File: src/rtl/sap_apb_arbiter.sv
// sap_apb_arbiter: round-robin arbiter running single-beat APB transfers for up to four requesters.
// Build option: define SAP_APB_TIMEOUT_EN to abort ACCESS after TIMEOUT_CYC wait states.
//
// state   | meaning
// IDLE    | arbitrate; latch the winner's request fields
// SETUP   | PSELx driven, PENABLE low, one cycle
// ACCESS  | PENABLE high until PREADY (or timeout)
// RESP    | bus released, one-cycle rsp_valid to the granted requester
module sap_apb_arbiter #(
   parameter int NUM_REQ     = 2,
   parameter int ADDR_W      = 32,
   parameter int DATA_W      = 32,
   parameter int TIMEOUT_CYC = 255
) (
   input  logic                          clk,
   input  logic                          rst,
   input  logic [NUM_REQ-1:0]            req_valid,
   input  logic [3*NUM_REQ-1:0]          req_slave,
   input  logic [ADDR_W*NUM_REQ-1:0]     req_addr,
   input  logic [NUM_REQ-1:0]            req_write,
   input  logic [DATA_W*NUM_REQ-1:0]     req_wdata,
   input  logic [(DATA_W/8)*NUM_REQ-1:0] req_strb,
   input  logic [3*NUM_REQ-1:0]          req_prot,
   output logic [NUM_REQ-1:0]            rsp_valid,
   output logic [DATA_W-1:0]             rsp_rdata,
   output logic                          rsp_err,
   output logic                          busy,
   output logic [2:0]                    PSELx,
   output logic                          PENABLE,
   output logic                          PWRITE,
   output logic [ADDR_W-1:0]             PADDR,
   output logic [DATA_W-1:0]             PWDATA,
   output logic [DATA_W/8-1:0]           PSTRB,
   output logic [2:0]                    PPROT,
   input  logic                          PREADY,
   input  logic                          PSLVERR,
   input  logic [DATA_W-1:0]             PRDATA
);

   localparam int STRB_W = DATA_W/8;

   if (NUM_REQ < 2 || NUM_REQ > 4 || TIMEOUT_CYC < 1 || TIMEOUT_CYC > 255) begin : g_param_check
      $error("sap_apb_arbiter: NUM_REQ or TIMEOUT_CYC out of range");
   end

   typedef enum logic [1:0] {ST_IDLE, ST_SETUP, ST_ACCESS, ST_RESP} state_t;

   state_t              state_q, state_d;
   logic [1:0]          last_grant_q, last_grant_d;
   logic [1:0]          grant_q, grant_d;
   logic [2:0]          slave_q, slave_d;
   logic [ADDR_W-1:0]   paddr_q, paddr_d;
   logic [DATA_W-1:0]   pwdata_q, pwdata_d;
   logic                pwrite_q, pwrite_d;
   logic [STRB_W-1:0]   pstrb_q, pstrb_d;
   logic [2:0]          pprot_q, pprot_d;
   logic [DATA_W-1:0]   rdata_q, rdata_d;
   logic                err_q, err_d;
   logic                grant_found;
   logic [1:0]          grant_idx;
`ifdef SAP_APB_TIMEOUT_EN
   logic [7:0]          cnt_q, cnt_d;
`endif

   // Search starts one past the last winner so nobody is served twice while others wait.
   always_comb begin
      grant_found = 1'b0;
      grant_idx   = last_grant_q;
      for (int k = 1; k <= NUM_REQ; k++) begin
         if (!grant_found && req_valid[(int'(last_grant_q) + k) % NUM_REQ]) begin
            grant_found = 1'b1;
            grant_idx   = 2'((int'(last_grant_q) + k) % NUM_REQ);
         end
      end
   end

   always_comb begin
      state_d      = state_q;
      last_grant_d = last_grant_q;
      grant_d      = grant_q;
      slave_d      = slave_q;
      paddr_d      = paddr_q;
      pwdata_d     = pwdata_q;
      pwrite_d     = pwrite_q;
      pstrb_d      = pstrb_q;
      pprot_d      = pprot_q;
      rdata_d      = rdata_q;
      err_d        = err_q;
`ifdef SAP_APB_TIMEOUT_EN
      cnt_d        = cnt_q;
`endif
      case (state_q)
         ST_IDLE: begin
            if (grant_found) begin
               grant_d      = grant_idx;
               last_grant_d = grant_idx;
               slave_d      = req_slave[int'(grant_idx)*3 +: 3];
               paddr_d      = req_addr[int'(grant_idx)*ADDR_W +: ADDR_W];
               pwdata_d     = req_wdata[int'(grant_idx)*DATA_W +: DATA_W];
               pwrite_d     = req_write[grant_idx];
               pstrb_d      = req_strb[int'(grant_idx)*STRB_W +: STRB_W];
               pprot_d      = req_prot[int'(grant_idx)*3 +: 3];
               if (req_slave[int'(grant_idx)*3 +: 3] != 3'b000) begin
                  state_d = ST_SETUP;
               end else begin
                  // Slave index 0 decodes to nothing: fail locally without a bus cycle.
                  state_d = ST_RESP;
                  err_d   = 1'b1;
                  rdata_d = '0;
               end
            end
         end
         ST_SETUP: begin
            state_d = ST_ACCESS;
`ifdef SAP_APB_TIMEOUT_EN
            cnt_d   = 8'd0;
`endif
         end
         ST_ACCESS: begin
            if (PREADY) begin
               state_d = ST_RESP;
               err_d   = PSLVERR;
               rdata_d = pwrite_q ? '0 : PRDATA;
            end
`ifdef SAP_APB_TIMEOUT_EN
            else if (cnt_q + 8'd1 == 8'(TIMEOUT_CYC)) begin
               state_d = ST_RESP;
               err_d   = 1'b1;
               rdata_d = '0;
            end else begin
               cnt_d = cnt_q + 8'd1;
            end
`endif
         end
         ST_RESP: begin
            state_d = ST_IDLE;
         end
         default: begin
            state_d = ST_IDLE;
         end
      endcase
   end

   always_ff @(posedge clk or posedge rst) begin
      if (rst) begin
         state_q      <= ST_IDLE;
         last_grant_q <= 2'(NUM_REQ-1);
         grant_q      <= 2'd0;
         slave_q      <= 3'b000;
         paddr_q      <= '0;
         pwdata_q     <= '0;
         pwrite_q     <= 1'b0;
         pstrb_q      <= '0;
         pprot_q      <= 3'b000;
         rdata_q      <= '0;
         err_q        <= 1'b0;
`ifdef SAP_APB_TIMEOUT_EN
         cnt_q        <= 8'd0;
`endif
      end else begin
         state_q      <= state_d;
         last_grant_q <= last_grant_d;
         grant_q      <= grant_d;
         slave_q      <= slave_d;
         paddr_q      <= paddr_d;
         pwdata_q     <= pwdata_d;
         pwrite_q     <= pwrite_d;
         pstrb_q      <= pstrb_d;
         pprot_q      <= pprot_d;
         rdata_q      <= rdata_d;
         err_q        <= err_d;
`ifdef SAP_APB_TIMEOUT_EN
         cnt_q        <= cnt_d;
`endif
      end
   end

   assign PSELx     = (state_q == ST_SETUP || state_q == ST_ACCESS) ? slave_q : 3'b000;
   assign PENABLE   = (state_q == ST_ACCESS);
   assign busy      = (state_q != ST_IDLE);
   assign PADDR     = paddr_q;
   assign PWDATA    = pwdata_q;
   assign PWRITE    = pwrite_q;
   assign PSTRB     = pstrb_q;
   assign PPROT     = pprot_q;
   assign rsp_valid = (state_q == ST_RESP) ? (NUM_REQ'(1) << grant_q) : '0;
   assign rsp_rdata = (state_q == ST_RESP) ? rdata_q : '0;
   assign rsp_err   = (state_q == ST_RESP) ? err_q : 1'b0;

endmodule
File: config.mk
export PLATFORM = sky130hd
export DESIGN_NAME = sap_apb_arbiter
export DESIGN_NICKNAME = d
export VERILOG_FILES = /design/src/rtl/sap_apb_arbiter.sv
export SDC_FILE = /design/constraint.sdc
export NUM_CORES = 1
export LEC_CHECK = 0
export ABC_AREA = 1
export BUFFER_PORTS_ARGS = -buffer_cell sky130_fd_sc_hd__buf_2
export CORE_ASPECT_RATIO = 0.75
export CORE_MARGIN = 3
export CORE_UTILIZATION = 43
export CTS_CLUSTER_SIZE = 8
export DETAILED_ROUTE_END_ITERATION = 8
export PLACE_DENSITY = 0.84
export REMOVE_ABC_BUFFERS = 1
export SLEW_MARGIN = 20
export SYNTH_ARGS = -nofsm -noshare
export SYNTH_HDL_FRONTEND = slang
export SYNTH_SLANG_ARGS = --single-unit
File: constraint.sdc
create_clock -name clk -period 5.7 [get_ports clk]
set_clock_uncertainty 0.15 [all_clocks]
set_input_delay 0.285 -clock clk [delete_from_list [all_inputs] [get_ports clk]]
set_output_delay 0.285 -clock clk [all_outputs]
set_load 0.005 [all_outputs]
== After elaboration in Yosys (flattened, before gate mapping) ==
Cells that the tools add are included.

* $lt $le $gt $ge: 3
* Multiplexer cells: 29
* Bitwise gates (word level): 2
* Shift-type cells: 6
* Multipliers: 1
* Reductions and logical operators: 10
* $add $sub $neg: 2
* Equal/unequal tests: 6

{| class="wikitable"
|+ Operators by type and width
! operator !! number
|-
| 2-to-1 mux 32 bit || 5
|-
| indexed part select 64 x 8 -> 32 bit || 2
|-
| one-hot mux 32 bit (2 select lines) || 1
|-
| indexed part select 6 x 32 -> 3 bit || 1
|-
| 2-to-1 mux 1 bit || 14
|-
| 2-to-1 mux 2 bit || 6
|-
| one-hot mux 2 bit (4 select lines) || 1
|-
| indexed part select 8 x 5 -> 4 bit || 1
|-
| < comparator 2 x 3 -> 1 bit, second input constant || 2
|-
| indexed part select 6 x 5 -> 3 bit || 1
|-
| == test 2 bit, second input constant || 2
|-
| multiplier 2 x 2 -> 4 bit, second input constant || 1
|-
| != test 2 bit, second input constant || 2
|-
| AND reduction 2 bit || 2
|-
| AND reduction 4 bit || 1
|-
| nonzero test 2 bit || 2
|-
| 2-to-1 mux 3 bit || 1
|-
| nonzero test 3 bit || 1
|-
| adder 1 bit, second input constant || 2
|-
| bitwise AND 1 bit, first input constant || 2
|-
| == test 2 x 1 -> 1 bit, second input constant || 1
|-
| logical NOT 2 bit || 1
|-
| < comparator 2 bit, second input constant || 1
|-
| != test 2 x 1 -> 1 bit, second input constant || 1
|-
| 5 further kinds || 5
|}

* Flip-flop bits (word level): 114
* Bits of input ports: 188
* Output and inout port bits: 112
* Word-level logic and storage cells: 70

== Longest topological paths before layout ==
* Depth after elaboration: 15
* Depth in mapped cells: 11
* Mapped depth without buffers: 9

== Least setup slack after synthesis ==
No wires, ideal clock.

* Path kind: register to register
* Start point: reg state_q[0]
* End point: reg rdata_q[0]
* Arrival time: 1.542 ns
* Path slack: 3.943 ns
* Stages on the path, launching flop included: 10
* Required time: 5.485 ns
* Library setup time: 0.065 ns
* Period minus slack after synthesis: 1.757 ns
* Path through: dfrtp_1 inv_1 ha_1 inv_1 or2_2 clkbuf_1 clkbuf_1 nor2_1 nand3_1 nand2_1

* Longest elaborated chain between the ends: 3

{| class="wikitable"
|+ Ends and longest elaborated chain
! what !! line !! source
|-
| start: declaration || 48 || <nowiki>state_t state_q, state_d;</nowiki>
|-
| start signal: assignment || 161 || <nowiki>state_q <= state_d;</nowiki>
|-
| == test 2 bit (*) || -- ||
|-
| named net PENABLE || 29 || <nowiki>output logic PENABLE,</nowiki>
|-
| != test 2 x 1 -> 1 bit (no source line) or nonzero test 2 bit (tied branches) || -- ||
|-
| AND reduction 4 bit (no source line) || -- ||
|-
| end signal: assignment || 170 || <nowiki>rdata_q <= rdata_d;</nowiki>
|-
| end: declaration || 57 || <nowiki>logic [DATA_W-1:0] rdata_q, rdata_d;</nowiki>
|}

The timed path passes the listed nets; every way through them passes the cells marked *.
A chain may end at the register's enable or synchronous reset.

== Final worst setup path ==
* Start point: reg last_grant_q[0]
* End point: reg pwdata_q[18], in the netlist PWDATA[18]

* Longest elaborated chain between the ends: 9

{| class="wikitable"
|+ Ends and longest elaborated chain
! what !! line !! source
|-
| start: declaration || 49 || <nowiki>logic [1:0] last_grant_q, last_grant_d;</nowiki>
|-
| start signal: assignment || 147 || <nowiki>last_grant_q <= 2'(NUM_REQ-1);</nowiki>
|-
| start signal: assignment || 162 || <nowiki>last_grant_q <= last_grant_d;</nowiki>
|-
| adder 1 bit || 70, 72 ||
|-
| 2-to-1 mux 1 bit (not written as such) (3 in a row) || 70 || <nowiki>if (!grant_found && req_valid[(int'(last_grant_q) + k) % NUM_REQ]) begin</nowiki>
|-
| 2-to-1 mux 1 bit || 70 ||
|-
| logical NOT 1 bit || 70 ||
|-
| logical AND 1 bit || 70 ||
|-
| 2-to-1 mux 2 bit or 2-to-1 mux 1 bit (tied branches) || 70 ||
|-
| indexed part select 64 x 8 -> 32 bit or AND reduction 2 bit (tied branches) || -- ||
|-
| end signal: assignment || 166 || <nowiki>pwdata_q <= pwdata_d;</nowiki>
|-
| end: declaration || 53 || <nowiki>logic [DATA_W-1:0] pwdata_q, pwdata_d;</nowiki>
|}

Several ways; a longest one is shown, not always the timed one. The select of a mux whose other input is x is not followed.

==> summary.log <==
INFO  outcome        status=finished clean
INFO  clock_tree     cts_made_buffers=17
INFO  power_and_ir_drop ir_worst_vdd=0.2924mV
INFO  clock_tree     cts_post_setup_buffers_inserted=0
INFO  floorplan      fp.dieArea=0.01476sqmm
INFO  clock_tree     hold_buffers=69
INFO  clock_tree     cts.sink_count=113
INFO  clock_tree     cts_repair_resize_count=0
INFO  clock_tree     cts-root-to-sink-buffers=2
INFO  worst_setup_path slowest_delay=0.71ns
INFO  finish         final.fill_count=1019
INFO  floorplan      core_region_area=0.01266sqmm
INFO  floorplan      start_util=0.4527
INFO  drt            route.detailed.vias_per_inst=5.093
INFO  drt            drcViolationCount=0
INFO  floorplan      pin_count=300
INFO  worst_setup_path worstPathCellList=nand2_2 > nand3_1 > inv_1 > nor2_4 > buf_12 > nor2_1 > a31oi_1 > dlygate4sd3_1
INFO  drt            finalWirelength=19.38mm
INFO  worst_setup_path worstSetupEndpointType=flip-flop
INFO  worst_hold_path timing.hold.worst.class=in -> reg
INFO  finish         post_route_cells_drive_above_1_share=0.3146
INFO  worst_setup_path master_of_the_slowest_instance_on_the_critical_path=nor2_4
INFO  yosys          synth-warning-count=0
INFO  drt            detailedRoute.firstIterationViolations=378
INFO  sta            setup_violations=0
INFO  finish         post-route-util=0.6742
INFO  placed_design  gp_congestion=0.8445
INFO  sta            tns=0ns
INFO  worst_setup_path worst-endpoint-required=5.89ns
INFO  finish         number_of_standard_cells_in_the_final_layout_excluding_fillers=1272
INFO  clock_tree     clock_pin_slew_of_the_registers_on_the_worst_case_setup_and_hold_paths=0.06ns
INFO  sta            worst_slew_pin_slew=0.9481ns
INFO  power_and_ir_drop seq_power_share=0.321
INFO  yosys          synth.yosys.seq_area_share=0.4938
INFO  power_and_ir_drop power.share.clock=0.252
INFO  yosys          synth.lib_cells_used.distinct=23
INFO  floorplan      placementRows=35
INFO  global_routing groute.usage.overall=0.2584
INFO  sta            maxSlewHeadroom=0.3664
INFO  worst_setup_path worstSetupStartpointType=flip-flop
INFO  clock_tree     cts_root_buf=clkbuf_16
INFO  sta            max_freq=0.2970GHz
INFO  yosys          flop_and_latch_count_out_of_synthesis=113
INFO  power_and_ir_drop power_per_cell_area=520.2mW/mm^2
INFO  worst_setup_path critical_path_class=reg -> reg
INFO  worst_setup_path crit_arrival=3.56ns
INFO  finish         flow.area_growth_from_synthesis=48.94%
INFO  worst_setup_path worstPathMaxFanout=105
INFO  sta            final_critical_path_setup_slack=2.333ns
INFO  power_and_ir_drop swShare=0.3920
INFO  power_and_ir_drop p_int=2.699mW
INFO  sta            finalMaxSlewViolations=0
INFO  run            timing.max_cap.violations=0
INFO  sta            rsz_0062_raised_after_global_routing=false
INFO  placed_design  port_buffers=299
INFO  clock_tree     clock_tree.htree_level_count=4
INFO  yosys          post_synth_instance_area=0.005729sqmm
INFO  sta            layout_worst_path_cycle_share=0.5908
INFO  global_routing first_pass_grt_wire_length=30.88mm
INFO  yosys          number_of_cells_produced_by_synthesis=758
INFO  placed_design  dp_cells=1172
INFO  drt            ant_nets=0
INFO  drt            vias=6478
INFO  floorplan      die_height=106.0um
INFO  power_and_ir_drop comb_power_share=0.428
INFO  power_and_ir_drop power.static_leakage=4.802nW
INFO  drt            routed_wire_length_per_instance=15.23um
INFO  sta            finalWorstPathRequiredPeriod=3.367ns
INFO  placed_design  dp_hpwl=12.51mm
INFO  power_and_ir_drop power.switching=1.740mW
INFO  global_routing initial_antenna_violation_count=0
INFO  finish         nets=1286
INFO  clock_tree     worstSkewPairLatency=0.40ns
INFO  global_routing grt_overflow_total=0
INFO  clock_tree     cts_tree=yes
INFO  global_routing grt_max_degree=106
INFO  finish         final_antenna_diode_count=0
INFO  sta            finalHoldViolCount=0
INFO  drt            drt_pre_antenna_iters=5
INFO  global_routing number_of_global_route_vias_before_repair=6296
INFO  yosys          syn_area_per_cell=7.558squm
INFO  floorplan      die_w=139.3um
INFO  placed_design  preCtsSetupSlack=2.796ns
[logic make-up after synthesis]
kind of cell	after synthesis	share of synthesized area
fa+ha+maj	4	0.008736
compound gates	81	0.08736
flops	113	0.4938
buf+inv	143	0.1064
simple gates	417	0.3038
[synth_stat cells]
master | number | area (sq um)
nor3_1 | 2 | 10.01
o21ai_0 | 7 | 35.03
buf_6 | 4 | 45.04
or2_2 | 3 | 18.77
o21ai_2 | 1 | 8.760
nor2_1 | 106 | 397.9
buf_2 | 13 | 65.06
inv_1 | 86 | 322.8
dfstp_2 | 1 | 26.28
o22ai_1 | 1 | 6.260
nand3_1 | 112 | 560.5
buf_1 | 1 | 3.750
ha_1 | 4 | 50.05
nand2_2 | 1 | 6.260
nor2_2 | 2 | 12.51
nand2_4 | 1 | 11.26
clkbuf_1 | 32 | 120.1
nand2_1 | 188 | 705.7
nand3_2 | 1 | 10.01
nand3b_1 | 1 | 7.510
buf_4 | 7 | 52.55
a31oi_1 | 72 | 450.4
dfrtp_1 | 112 | 2803
[layer usage]
| metal | routed length, um | part of all wire | vias to the layer above | global-route usage |
|---|---|---|---|---|
| met4 | 791 | 0.041 | 0 | 0.1229 |
| met2 | 9297 | 0.48 | 374 | 0.4390 |
| met5 | 0 | 0 | - | 0 |
| met1 | 7536 | 0.39 | 2941 | 0.3046 |
| met3 | 1749 | 0.090 | 69 | 0.07149 |
| li1 | - | - | 3094 | - |
[layout make-up]
| cell class | count | area [sq um] | share of cell area |
|---|---|---|---|
| Timing Repair Buffer | 374 | 2245 | 0.2630 |
| Clock buffer | 20 | 456.7 | 0.05352 |
| Inverter | 86 | 325.3 | 0.03812 |
| Tap cell | 166 | 207.7 | 0.02434 |
| Multi-Input combinational cell | 502 | 2308 | 0.2705 |
| Clock inverter | 11 | 161.4 | 0.01891 |
| Sequential cell | 113 | 2829 | 0.3315 |
[power groups by stage]
stage                     Sequential (mW)  Combinational (mW)  Clock, mW
after CTS                            1.42                1.89       1.13
after global routing                 1.47                2.12       1.17
after floorplan                      1.42                1.07          0
final                                1.42                1.90       1.12
after global placement               1.42                1.75          0
after detailed placement             1.42                1.80          0
[registers in the layout, summed over array words and instances (netlist names)]
| register | count |
|---|---|
| PWRITE | 1 |
| PSTRB | 4 |
| PPROT | 3 |
| rdata_q | 32 |
| grant_q | 1 |
| err_q | 1 |
| last_grant_q | 2 |
| state_q | 2 |
| PADDR | 32 |
| slave_q | 3 |
| PWDATA | 32 |
[path summary, 6_finish.rpt]
kind,start,endpoint,slack (ns),depth (start not counted)
max in group asynchronous,rst,PADDR[16],3.80,4
worst max-delay path,last_grant_q[0],PWDATA[18],2.33,8
worst min-delay path,req_addr[9],PADDR[9],0.003,3
worst min register to register,rdata_q[18],rdata_q[18],0.32,2
worst max register to register,last_grant_q[0],PWDATA[18],2.33,8
min in group asynchronous,rst,PSTRB[1],0.39,3
[placed cells by master (no fill, tap or decap), types with 3 or more instances in the layout]
master and count:
a31oi_1 72, buf_2 299, buf_4 5, bufinv_16 4, clkbuf_16 17, clkinv_2 5, dfrtp_1 112, dlygate4sd3_1 69
ha_1 3, inv_1 85, nand2_1 187, nand3_1 112, nor2_1 106, o21ai_0 7, or2_2 3
[per-stage QoR]
stage	power, mW	cell area (sq um)	hold WS (ns)
after CTS	4.437	8533	0.0004545
after global routing	4.761	8533	0.01011
after global placement	3.169	7222	0.3022
after floorplan	2.492	5443	0.2911
final	4.439	8533	0.003285
after detailed placement	3.220	7224	0.3048
[critical path, delay by kind of cell, from the launching register on]
family | cells | cell delay (ns)
buffers and inverters | 3 | 1.10
and+or+nand+nor | 4 | 1.23
AOI/OAI and AO/OA | 1 | 0.19
DFF | 1 | 0.57
(Power assumes the default switching activity.)
